===== src/rtl/constants.sv =====
// Shared types and helpers for the label emitter: FSM encoding, delimiter and
// the 5-bit letter code to ASCII mapping.
package constants;

    typedef enum logic [2:0] {
        IDLE,
        SEARCH,
        OPEN,
        LETTERS,
        CLOSE,
        DONE,
        MISS
    } label_emitter_state_t;

    localparam logic [7:0] LABEL_DELIM = 8'h2E;

    // Codes are already lowercase-folded at capture, so the mapping is a fixed prefix.
    function automatic logic [7:0] label_code_to_ascii(input logic [4:0] code);
        return {3'b011, code};
    endfunction

endpackage


===== src/rtl/label_table.sv =====
// Shift-in label table: new entries enter at index 0, the oldest falls off the end.
// A single indexed read port lets the searcher walk one entry per cycle.
module label_table #(
    parameter int unsigned NUMBER_LETTERS = 6,
    parameter int unsigned NUM_LABELS     = 8,
    parameter int unsigned PCW            = 10,
    parameter int unsigned IDXW           = 3
) (
    input  logic                           clk,
    input  logic                           rst_n,
    input  logic                           wr_en,
    input  logic [NUMBER_LETTERS-1:0][4:0] wr_label,
    input  logic [PCW-1:0]                 wr_pc,
    input  logic [IDXW-1:0]                rd_idx,
    output logic                           rd_valid,
    output logic [NUMBER_LETTERS-1:0][4:0] rd_label,
    output logic [PCW-1:0]                 rd_pc
);

    logic                           valid_q [NUM_LABELS];
    logic [NUMBER_LETTERS-1:0][4:0] label_q [NUM_LABELS];
    logic [PCW-1:0]                 pc_q    [NUM_LABELS];

    always_ff @(posedge clk or negedge rst_n) begin
        if (!rst_n) begin
            for (int i = 0; i < NUM_LABELS; i++) begin
                valid_q[i] <= 1'b0;
                label_q[i] <= '0;
                pc_q[i]    <= '0;
            end
        end else if (wr_en) begin
            valid_q[0] <= 1'b1;
            label_q[0] <= wr_label;
            pc_q[0]    <= wr_pc;
            for (int i = 1; i < NUM_LABELS; i++) begin
                valid_q[i] <= valid_q[i-1];
                label_q[i] <= label_q[i-1];
                pc_q[i]    <= pc_q[i-1];
            end
        end
    end

    assign rd_valid = valid_q[rd_idx];
    assign rd_label = label_q[rd_idx];
    assign rd_pc    = pc_q[rd_idx];

endmodule


===== src/rtl/label_emitter.sv =====
// Looks up the label bound to a branch target PC and streams ".name." out one
// ASCII character per accepted handshake.
module label_emitter
    import constants::*;
#(
    parameter int unsigned NUMBER_LINES   = 256,
    parameter int unsigned NUMBER_LETTERS = 6,
    parameter int unsigned NUM_LABELS     = 8,
    localparam int unsigned PCW           = $clog2(NUMBER_LINES) + 2
) (
    input  logic                           clk_in,
    input  logic                           rst_in,
    input  logic                           wr_en,
    input  logic [NUMBER_LETTERS-1:0][4:0] wr_label,
    input  logic [PCW-1:0]                 wr_pc,
    input  logic                           req_valid,
    output logic                           req_ready,
    input  logic [PCW-1:0]                 req_pc,
    input  logic [31:0]                    req_offset,
    output logic                           char_valid_out,
    input  logic                           char_ready_in,
    output logic [7:0]                     char_out,
    output logic                           last_out,
    output logic                           done_flag,
    output logic                           miss_flag
);

    localparam int unsigned IDXW = (NUM_LABELS > 1) ? $clog2(NUM_LABELS) : 1;
    localparam int unsigned SLW  = (NUMBER_LETTERS > 1) ? $clog2(NUMBER_LETTERS) : 1;

    label_emitter_state_t           state;
    logic [IDXW-1:0]                idx;
    logic [SLW-1:0]                 slot;
    logic [SLW-1:0]                 hi_slot;
    logic [PCW-1:0]                 target;
    logic [NUMBER_LETTERS-1:0][4:0] label_q;
    logic                           rd_valid;
    logic [NUMBER_LETTERS-1:0][4:0] rd_label;
    logic [PCW-1:0]                 rd_pc;
    logic                           unused_offset;

    // Only the low PCW bits matter: the target wraps modulo 2^PCW.
    assign unused_offset = ^req_offset[31:PCW];

    label_table #(
        .NUMBER_LETTERS(NUMBER_LETTERS),
        .NUM_LABELS    (NUM_LABELS),
        .PCW           (PCW),
        .IDXW          (IDXW)
    ) u_label_table (
        .clk     (clk_in),
        .rst_n   (rst_in),
        .wr_en   (wr_en && (state == IDLE)),
        .wr_label(wr_label),
        .wr_pc   (wr_pc),
        .rd_idx  (idx),
        .rd_valid(rd_valid),
        .rd_label(rd_label),
        .rd_pc   (rd_pc)
    );

    always_comb begin
        hi_slot = '0;
        for (int i = 0; i < NUMBER_LETTERS; i++) begin
            if (label_q[i] != 5'd0) hi_slot = SLW'(i);
        end
    end

    always_ff @(posedge clk_in or negedge rst_in) begin
        if (!rst_in) begin
            state          <= IDLE;
            idx            <= '0;
            slot           <= '0;
            target         <= '0;
            label_q        <= '0;
            req_ready      <= 1'b1;
            char_valid_out <= 1'b0;
            char_out       <= '0;
            last_out       <= 1'b0;
            done_flag      <= 1'b0;
            miss_flag      <= 1'b0;
        end else begin
            case (state)
                IDLE: begin
                    if (req_valid) begin
                        target    <= req_pc + req_offset[PCW-1:0];
                        idx       <= '0;
                        req_ready <= 1'b0;
                        state     <= SEARCH;
                    end
                end
                SEARCH: begin
                    // Index 0 is the newest entry, so the first hit is the newest binding.
                    if (rd_valid && (rd_pc == target)) begin
                        label_q        <= rd_label;
                        char_valid_out <= 1'b1;
                        char_out       <= LABEL_DELIM;
                        last_out       <= 1'b0;
                        state          <= OPEN;
                    end else if (idx == IDXW'(NUM_LABELS - 1)) begin
                        miss_flag <= 1'b1;
                        state     <= MISS;
                    end else begin
                        idx <= idx + 1'b1;
                    end
                end
                OPEN: begin
                    if (char_ready_in) begin
                        if (label_q == '0) begin
                            char_out <= LABEL_DELIM;
                            last_out <= 1'b1;
                            state    <= CLOSE;
                        end else begin
                            slot     <= hi_slot;
                            char_out <= label_code_to_ascii(label_q[hi_slot]);
                            state    <= LETTERS;
                        end
                    end
                end
                LETTERS: begin
                    if (char_ready_in) begin
                        if (slot == '0) begin
                            char_out <= LABEL_DELIM;
                            last_out <= 1'b1;
                            state    <= CLOSE;
                        end else begin
                            slot     <= slot - 1'b1;
                            char_out <= label_code_to_ascii(label_q[slot - 1'b1]);
                        end
                    end
                end
                CLOSE: begin
                    if (char_ready_in) begin
                        char_valid_out <= 1'b0;
                        char_out       <= '0;
                        last_out       <= 1'b0;
                        done_flag      <= 1'b1;
                        state          <= DONE;
                    end
                end
                DONE: begin
                    done_flag <= 1'b0;
                    req_ready <= 1'b1;
                    state     <= IDLE;
                end
                MISS: begin
                    miss_flag <= 1'b0;
                    req_ready <= 1'b1;
                    state     <= IDLE;
                end
                default: begin
                    req_ready <= 1'b1;
                    state     <= IDLE;
                end
            endcase
        end
    end

endmodule

===== config.mk =====
export PLATFORM = sky130hd
export DESIGN_NAME = label_emitter
export DESIGN_NICKNAME = d
export VERILOG_FILES = /design/src/rtl/constants.sv /design/src/rtl/label_table.sv /design/src/rtl/label_emitter.sv
export SDC_FILE = /design/constraint.sdc
export NUM_CORES = 1
export LEC_CHECK = 0
export CELL_PAD_IN_SITES_DETAIL_PLACEMENT = 1
export CELL_PAD_IN_SITES_GLOBAL_PLACEMENT = 2
export CORE_MARGIN = 5
export CORE_UTILIZATION = 39
export CTS_CLUSTER_SIZE = 40
export DETAILED_ROUTE_END_ITERATION = 6
export HOLD_SLACK_MARGIN = 0.03
export PLACE_DENSITY = 0.78
export SLEW_MARGIN = 30
export SYNTH_ARGS = -nofsm -noshare
export SYNTH_HDL_FRONTEND = slang
export SYNTH_SLANG_ARGS = --single-unit

===== constraint.sdc =====
create_clock -name clk_in -period 3.1 [get_ports clk_in]
set_clock_uncertainty 0.2 [all_clocks]
set_input_delay 0.465 -clock clk_in [delete_from_list [all_inputs] [get_ports clk_in]]
set_output_delay 0.465 -clock clk_in [all_outputs]
set_load 0.02 [all_outputs]

Word level (Yosys, flattened, before mapping)
Index checks and enable logic that the tools add are counted.
{ "op_classes": {"add_sub_neg": 3, "magnitude_cmp": 3, "eq_ne": 21, "muxes": 59, "n_bitwise": 2, "reduce_logical": 28} }
{ "op_table": {"columns": ["op", "n"], "rows": [
  ["binary-select mux 30 bit (select 3 bit)", 1],
  ["two-way mux 30 bit", 2],
  ["two-way mux 3 bit", 18],
  ["two-way mux 8 bit", 4],
  ["one-hot mux 8 bit (4 select lines)", 1],
  ["binary-select mux 10 bit (select 3 bit)", 1],
  ["binary-select mux 5 bit (select 3 bit)", 2],
  ["logical NOT 30 bit", 1],
  ["nonzero test 5 bit", 5],
  ["!= test 2 bit, second input constant", 12],
  ["two-way mux 10 bit", 2],
  ["one-hot mux 3 bit (5 select lines)", 1],
  ["two-way mux 1 bit", 14],
  ["two-way mux 7 bit", 2],
  ["== test 3 bit, second input constant", 4],
  ["one-hot mux 3 bit (2 select lines)", 2],
  ["adder 10 bit", 1],
  ["== test 10 bit", 1],
  ["two-way mux 5 bit", 2],
  ["AND reduction 5 bit", 2],
  ["nonzero test 2 bit", 5],
  ["less-than comparator 3 x 4 -> 1 bit, second input constant", 2],
  ["one-hot mux 1 bit (2 select lines)", 4],
  ["AND reduction 2 bit", 4],
  ["19 further kinds", 23]
]} }
{ "totals": {"reg_bits": 390, "inputBits": 87, "out_inout_bits": 13, "elab_cells": 196} }

Depth between registers and ports, before layout
{ "logic_depth": {"depth_word": 11, "mapped_depth": 13, "mapped_depth_nobuf": 11} }

Cells and area by module
A second synthesis with hierarchy kept.
{ "hier_totals": {"cells_unflattened": 1206, "hier_area_um2": 18670.4} }
{ "by_module_without_submodules": {"columns": ["mod", "instances", "cells_each", "area_per_inst_um2", "seq_area_each_um2"], "rows": [
  ["label_table", 1, 838, 14836.7, 8207.9],
  ["label_emitter", 1, 368, 3833.7, 1527.7]
]} }

Worst setup path before layout
No wires, ideal clock.
{ "synth_timing": {"path_type": "register to register", "startpoint": "register idx[2]", "endpoint": "register state[0]", "setup_ns": 0.120, "arrival_time_ns": 2.881, "required_time_ns": 2.780, "slack_ns": -0.101, "path_stages_with_launch": 13, "n_path_buf": 4, "synth_period_minus_slack_ns": 3.201, "cell_sequence": "dfrtp_1 -> clkbuf_1 -> buf_2 -> clkbuf_1 -> mux4_2 -> mux2i_1 -> xor2_1 -> nand3_1 -> or4_1 -> clkbuf_1 -> nand2_1 -> o21ai_0 -> a31o_2"} }
{ "synth_between": {"elab_chain_cells": 8, "elab_cells_between_ends": 14, "classes_between": "eq/ne (3); mux (8); bitwise (1); reduce/logical (2)"} }
{ "synth_lines": {"columns": ["item", "line_no", "rtl"], "rows": [
  ["from (decl)", "label_emitter.sv:32", "logic [IDXW-1:0] idx;"],
  ["from (signal assigned)", "label_emitter.sv:104", "idx <= idx + 1'b1;"],
  ["NOT 3 -> 4 bit (not written as such)", "label_table.sv:43, label_table.sv:45", null],
  ["binary-select mux 10 bit (select 3 bit)", "label_table.sv:45", "assign rd_pc = pc_q[rd_idx];"],
  ["two-way mux 10 bit (not written as such) (2 in series)", "label_table.sv:45", null],
  ["== test 10 bit", "label_emitter.sv:94", "if (rd_valid && (rd_pc == target)) begin"],
  ["logical AND 1 bit", "label_emitter.sv:94", null],
  ["!= test 3 bit (no source line) or two-way mux 3 bit (tied branches)", null, null],
  ["AND reduction 6 bit (no source line) or one-hot mux 3 bit (5 select lines) (tied branches)", null, null],
  ["to (signal assigned)", "label_emitter.sv:89", "state <= SEARCH;"],
  ["to (signal assigned)", "label_emitter.sv:99", "state <= OPEN;"],
  ["to (signal assigned)", "label_emitter.sv:102", "state <= MISS;"],
  ["to (decl)", "label_emitter.sv:31", "label_emitter_state_t state;"]
]} }
Parallel ways exist; a longest one is shown, timed or not. The select of a mux whose other input is x is not followed.
A chain may end at the register's enable or synchronous reset.

Final worst setup path
{ "layout_timing": {"startpoint": "register idx[0]", "endpoint": "register last_out"} }
{ "layout_between": {"elab_chain_cells": 8, "elab_cells_between_ends": 11, "classes_between": "eq/ne (2); mux (6); bitwise (1); reduce/logical (2)"} }
{ "layout_lines": {"columns": ["item", "line_no", "rtl"], "rows": [
  ["NOT 3 -> 4 bit (not written as such) (*)", "label_table.sv:43, label_table.sv:45", null],
  ["binary-select mux 10 bit (select 3 bit)", "label_table.sv:45", null],
  ["two-way mux 10 bit (not written as such) (2 in series)", "label_table.sv:45", null],
  ["== test 10 bit", "label_emitter.sv:94", null],
  ["logical AND 1 bit (*)", "label_emitter.sv:94", null],
  ["!= test 2 bit (no source line) (*)", null, null],
  ["AND reduction 7 bit (no source line) (*)", null, null],
  ["to (signal assigned)", "label_emitter.sv:98", "last_out <= 1'b0;"],
  ["to (signal assigned)", "label_emitter.sv:111", "last_out <= 1'b1;"],
  ["to (signal assigned)", "label_emitter.sv:124", "last_out <= 1'b1;"],
  ["to (decl)", "label_emitter.sv:23", "output logic last_out,"]
]} }
Mark *: on every way between the ends. The rest lies on a longest branch, timed or not. The select of a mux whose other input is x is not followed.

==> qor.yml <==
route:
  wl_met3_um: 1160
  top_layer: "met4"
  num_vias: 10800
  routedWlPerCell_um: 19.2
  viasPerCell: 5.30
  drt_wl_total_um: 39000
  drc: 0
  m1WireLength_um: 18000
  dr.pass1.iters: 4
  wl_met2_um: 19200
  drtIter0Drc: 538
  ant_nets: 0
floorplan:
  start_util_pct: 39.2
  die_area_mm2: 0.0509
  core_mm2: 0.0463
  io_pins: 100
  fp.dieW_um: 226
  rows: 79
  die_y_um: 226
timing:
  rsz0062_at_grt: "yes"
  setup_viol: 37
  setup_tns_ps: -1860
  worst_slack_ps: -74.8
  max_freq_mhz: 315
  fin_crit_ps: 3170
  fin_hold_ws_ps: 293
  maxSlewViolCount: 0
  period_share_pct: 102
  report.final.hold_viol_count: 0
  max-slew-margin-rel_pct: 50.0
  worst_slew_pin_slew_ps: 744
min_path:
  min_path_type: "input pin to asynchronous set/reset pin"
global_routing:
  antenna_found_initial: 0
  grt_overflow: 0
  grt_pass1_vias: 12100
  grt_usage_pct: 15.7
  grt_max_degree: 79
  grt_pass1_wl_um: 65500
clock_tree:
  htree_num_levels: 2
  tritoncts: "yes"
  clock_latency_ps: 560
  clk_transition_reported_paths_ps: 60
  cts_num_sinks: 389
  clk_path_buf_depth: 3
  numCtsBuffers: 43
  clock-root-buffer: "clkbuf_16"
finish:
  fin_nets: 1497
  layout_commonest_cell: "dfrtp_1"
  area_delta_synth_final_pct: 21.3
  drive_above_1_share_pct: 44.3
  mostFrequentLayoutCells: "dfrtp_1, mux2_2, mux4_2"
  num_antenna_cells: 0
  layout.cells.non_filler: 2035
  stdcell_area_mm2: 0.0220
setup_path:
  cpPeakStageDelay_ps: 510
  cp-end-kind: "flip-flop"
  critPathSlowestCell: "or4_4"
  critPathBufInv: 0
  cp_top_family: "simple AND/OR/NAND/NOR gates"
  cp.arrival_ps: 3410
  worstSetupPathType: "flip-flop to flip-flop"
  cp_max_fo: 5
  startpoint_type: "flip-flop"
  path_cells: "mux4_2 > mux2i_1 > xor2_1 > or4b_4 > or4_4 > nand2_4 > nand2_2 > a32o_1"
  cp_data_required_time_ps: 3330
synthesis:
  yosysUniqueCellTypes: 59
  ys_warn_count: 0
  synth_flop_cell: "dfrtp_1"
  async_flop_share_pct: 100
  yosysSeqAreaShare_pct: 53.8
  synth_compound_area_share_pct: 4.27
  syn_inst: 1256
  synth_nets: 1357
  synthSimpleGateAreaFrac_pct: 3.74
  synth_edf_count: 0
  synth-adder-area-share_pct: 1.01
  synthMuxAreaShare_pct: 34.1
  ys_ff_latch: 389
  synth_xor_xnor_area_share_pct: 0.870
  synth_top_family_by_area: "multiplexers"
  netlist_area_mm2: 0.0181
  avgSynthCellArea_um2: 14.4
placement:
  io_buffers: 76
  pre_cts_ws_ps: -362
  place_area_mm2: 0.0202
  dp_cells: 1951
  dp_hpwl_um: 26100
  gp_congestion: 0.798
status:
  violations: "setup timing"
  outcome: "finished with violations"
pwr:
  power_leakage_nw: 9.44
  p_per_area_mw_per_mm2: 1140
  ir_drop_v: 0.000546
run:
  cap_violations: 0
worst reg2reg max path, stage by stage, from the launching register on:
cell	delay [ps]
dfrtp_4	480
mux4_2	500
mux2i_1	190
xor2_1	280
or4b_4	500
or4_4	510
nand2_4	150
nand2_2	60
a32o_1	190
state kept, by name, indices dropped and copies added, names as in the netlist:
signal	flops
target	10
last_out	1
u_label_table.pc_q	80
idx	3
done_flag	1
label_q	30
req_ready	1
u_label_table.valid_q	8
char_valid_out	1
slot	3
u_label_table.label_q	240
state	3
miss_flag	1
char_out	7
path summary, 6_finish.rpt:
check | from | endpoint | depth (start not counted) | slack (ps)
max | idx[0] | last_out | 8 | -70
min | rst_in | u_label_table.label_q[225] | 2 | 290
max reg2reg | idx[0] | last_out | 8 | -70
min reg2reg | u_label_table.valid_q[7] | u_label_table.valid_q[7] | 1 | 300
max in group asynchronous | rst_in | req_ready | 3 | 1570
min in group clk_in | u_label_table.valid_q[7] | u_label_table.valid_q[7] | 1 | 300
synth_stat cells (5+ instances only):
cell type / number / area, um^2
o21ai_0: 45 / 225
xnor2_1: 5 / 43.8
inv_1: 14 / 52.6
buf_2: 9 / 45.0
nand2_1: 74 / 278
nor3_1: 8 / 40.0
mux2i_1: 44 / 440
o21ai_1: 10 / 50.1
clkbuf_1: 63 / 236
buf_1: 6 / 22.5
mux4_2: 89 / 2000
dfrtp_1: 388 / 9710
a22oi_1: 5 / 37.5
or4_1: 8 / 60.1
a21oi_1: 16 / 80.1
o31ai_1: 6 / 45.0
ha_1: 13 / 163
mux2_2: 332 / 3740
xor2_1: 13 / 114
nor2_1: 34 / 128
nand3_1: 5 / 25.0
area by class of cell:
class	count	area, um^2
clock buffer	65	1290
clock inverter	12	200
fill	4582	24300
inverter	14	52.6
multi-input combinational	771	8140
sequential	389	9740
tap	607	759
timing repair buffer	177	1790
timing repair:
action	4_1_cts	5_1_grt
setup buffers	0	6
hold endpoints to repair	67	0
pin swaps	2	15
resized for setup	9	44
setup endpoints to repair	46	46
hold buffers	1	0
routing by layer:
metal  track usage, %  vias up
li1                 -     4929
met1             21.8     5687
met2             26.2      124
met3             2.34       42
met4             4.02        0
met5                0        -
cell families (layout without fill, tap and decap cells):
family,count (synthesis),count (layout)
other cells,1,1
mux,465,465
buf+inv,96,268
xor+xnor,18,18
compound gates,123,123
fa+ha+maj,14,14
flops,389,389
simple gates,150,150
stage by stage:
stage | utilization (%) | power (mW)
finish | 47.5 | 25.1
global route | 47.5 | 26.8
CTS | 47.0 | 25.1
detailed placement | 43.7 | 19.5
global placement | 43.7 | 19.0
floorplan | - | 15.9
power breakdown:
part / internal (mW) / total [mW] / switching (mW) / leakage, nW
logic: 6.03 / 10.7 / 4.68 / 3.81
clock network: 3.29 / 5.33 / 2.04 / 0.736
registers: 7.33 / 9.07 / 1.74 / 4.89
total: 16.6 / 25.1 / 8.45 / 9.44
No activity file was read; power rests on OpenSTA's default activity.
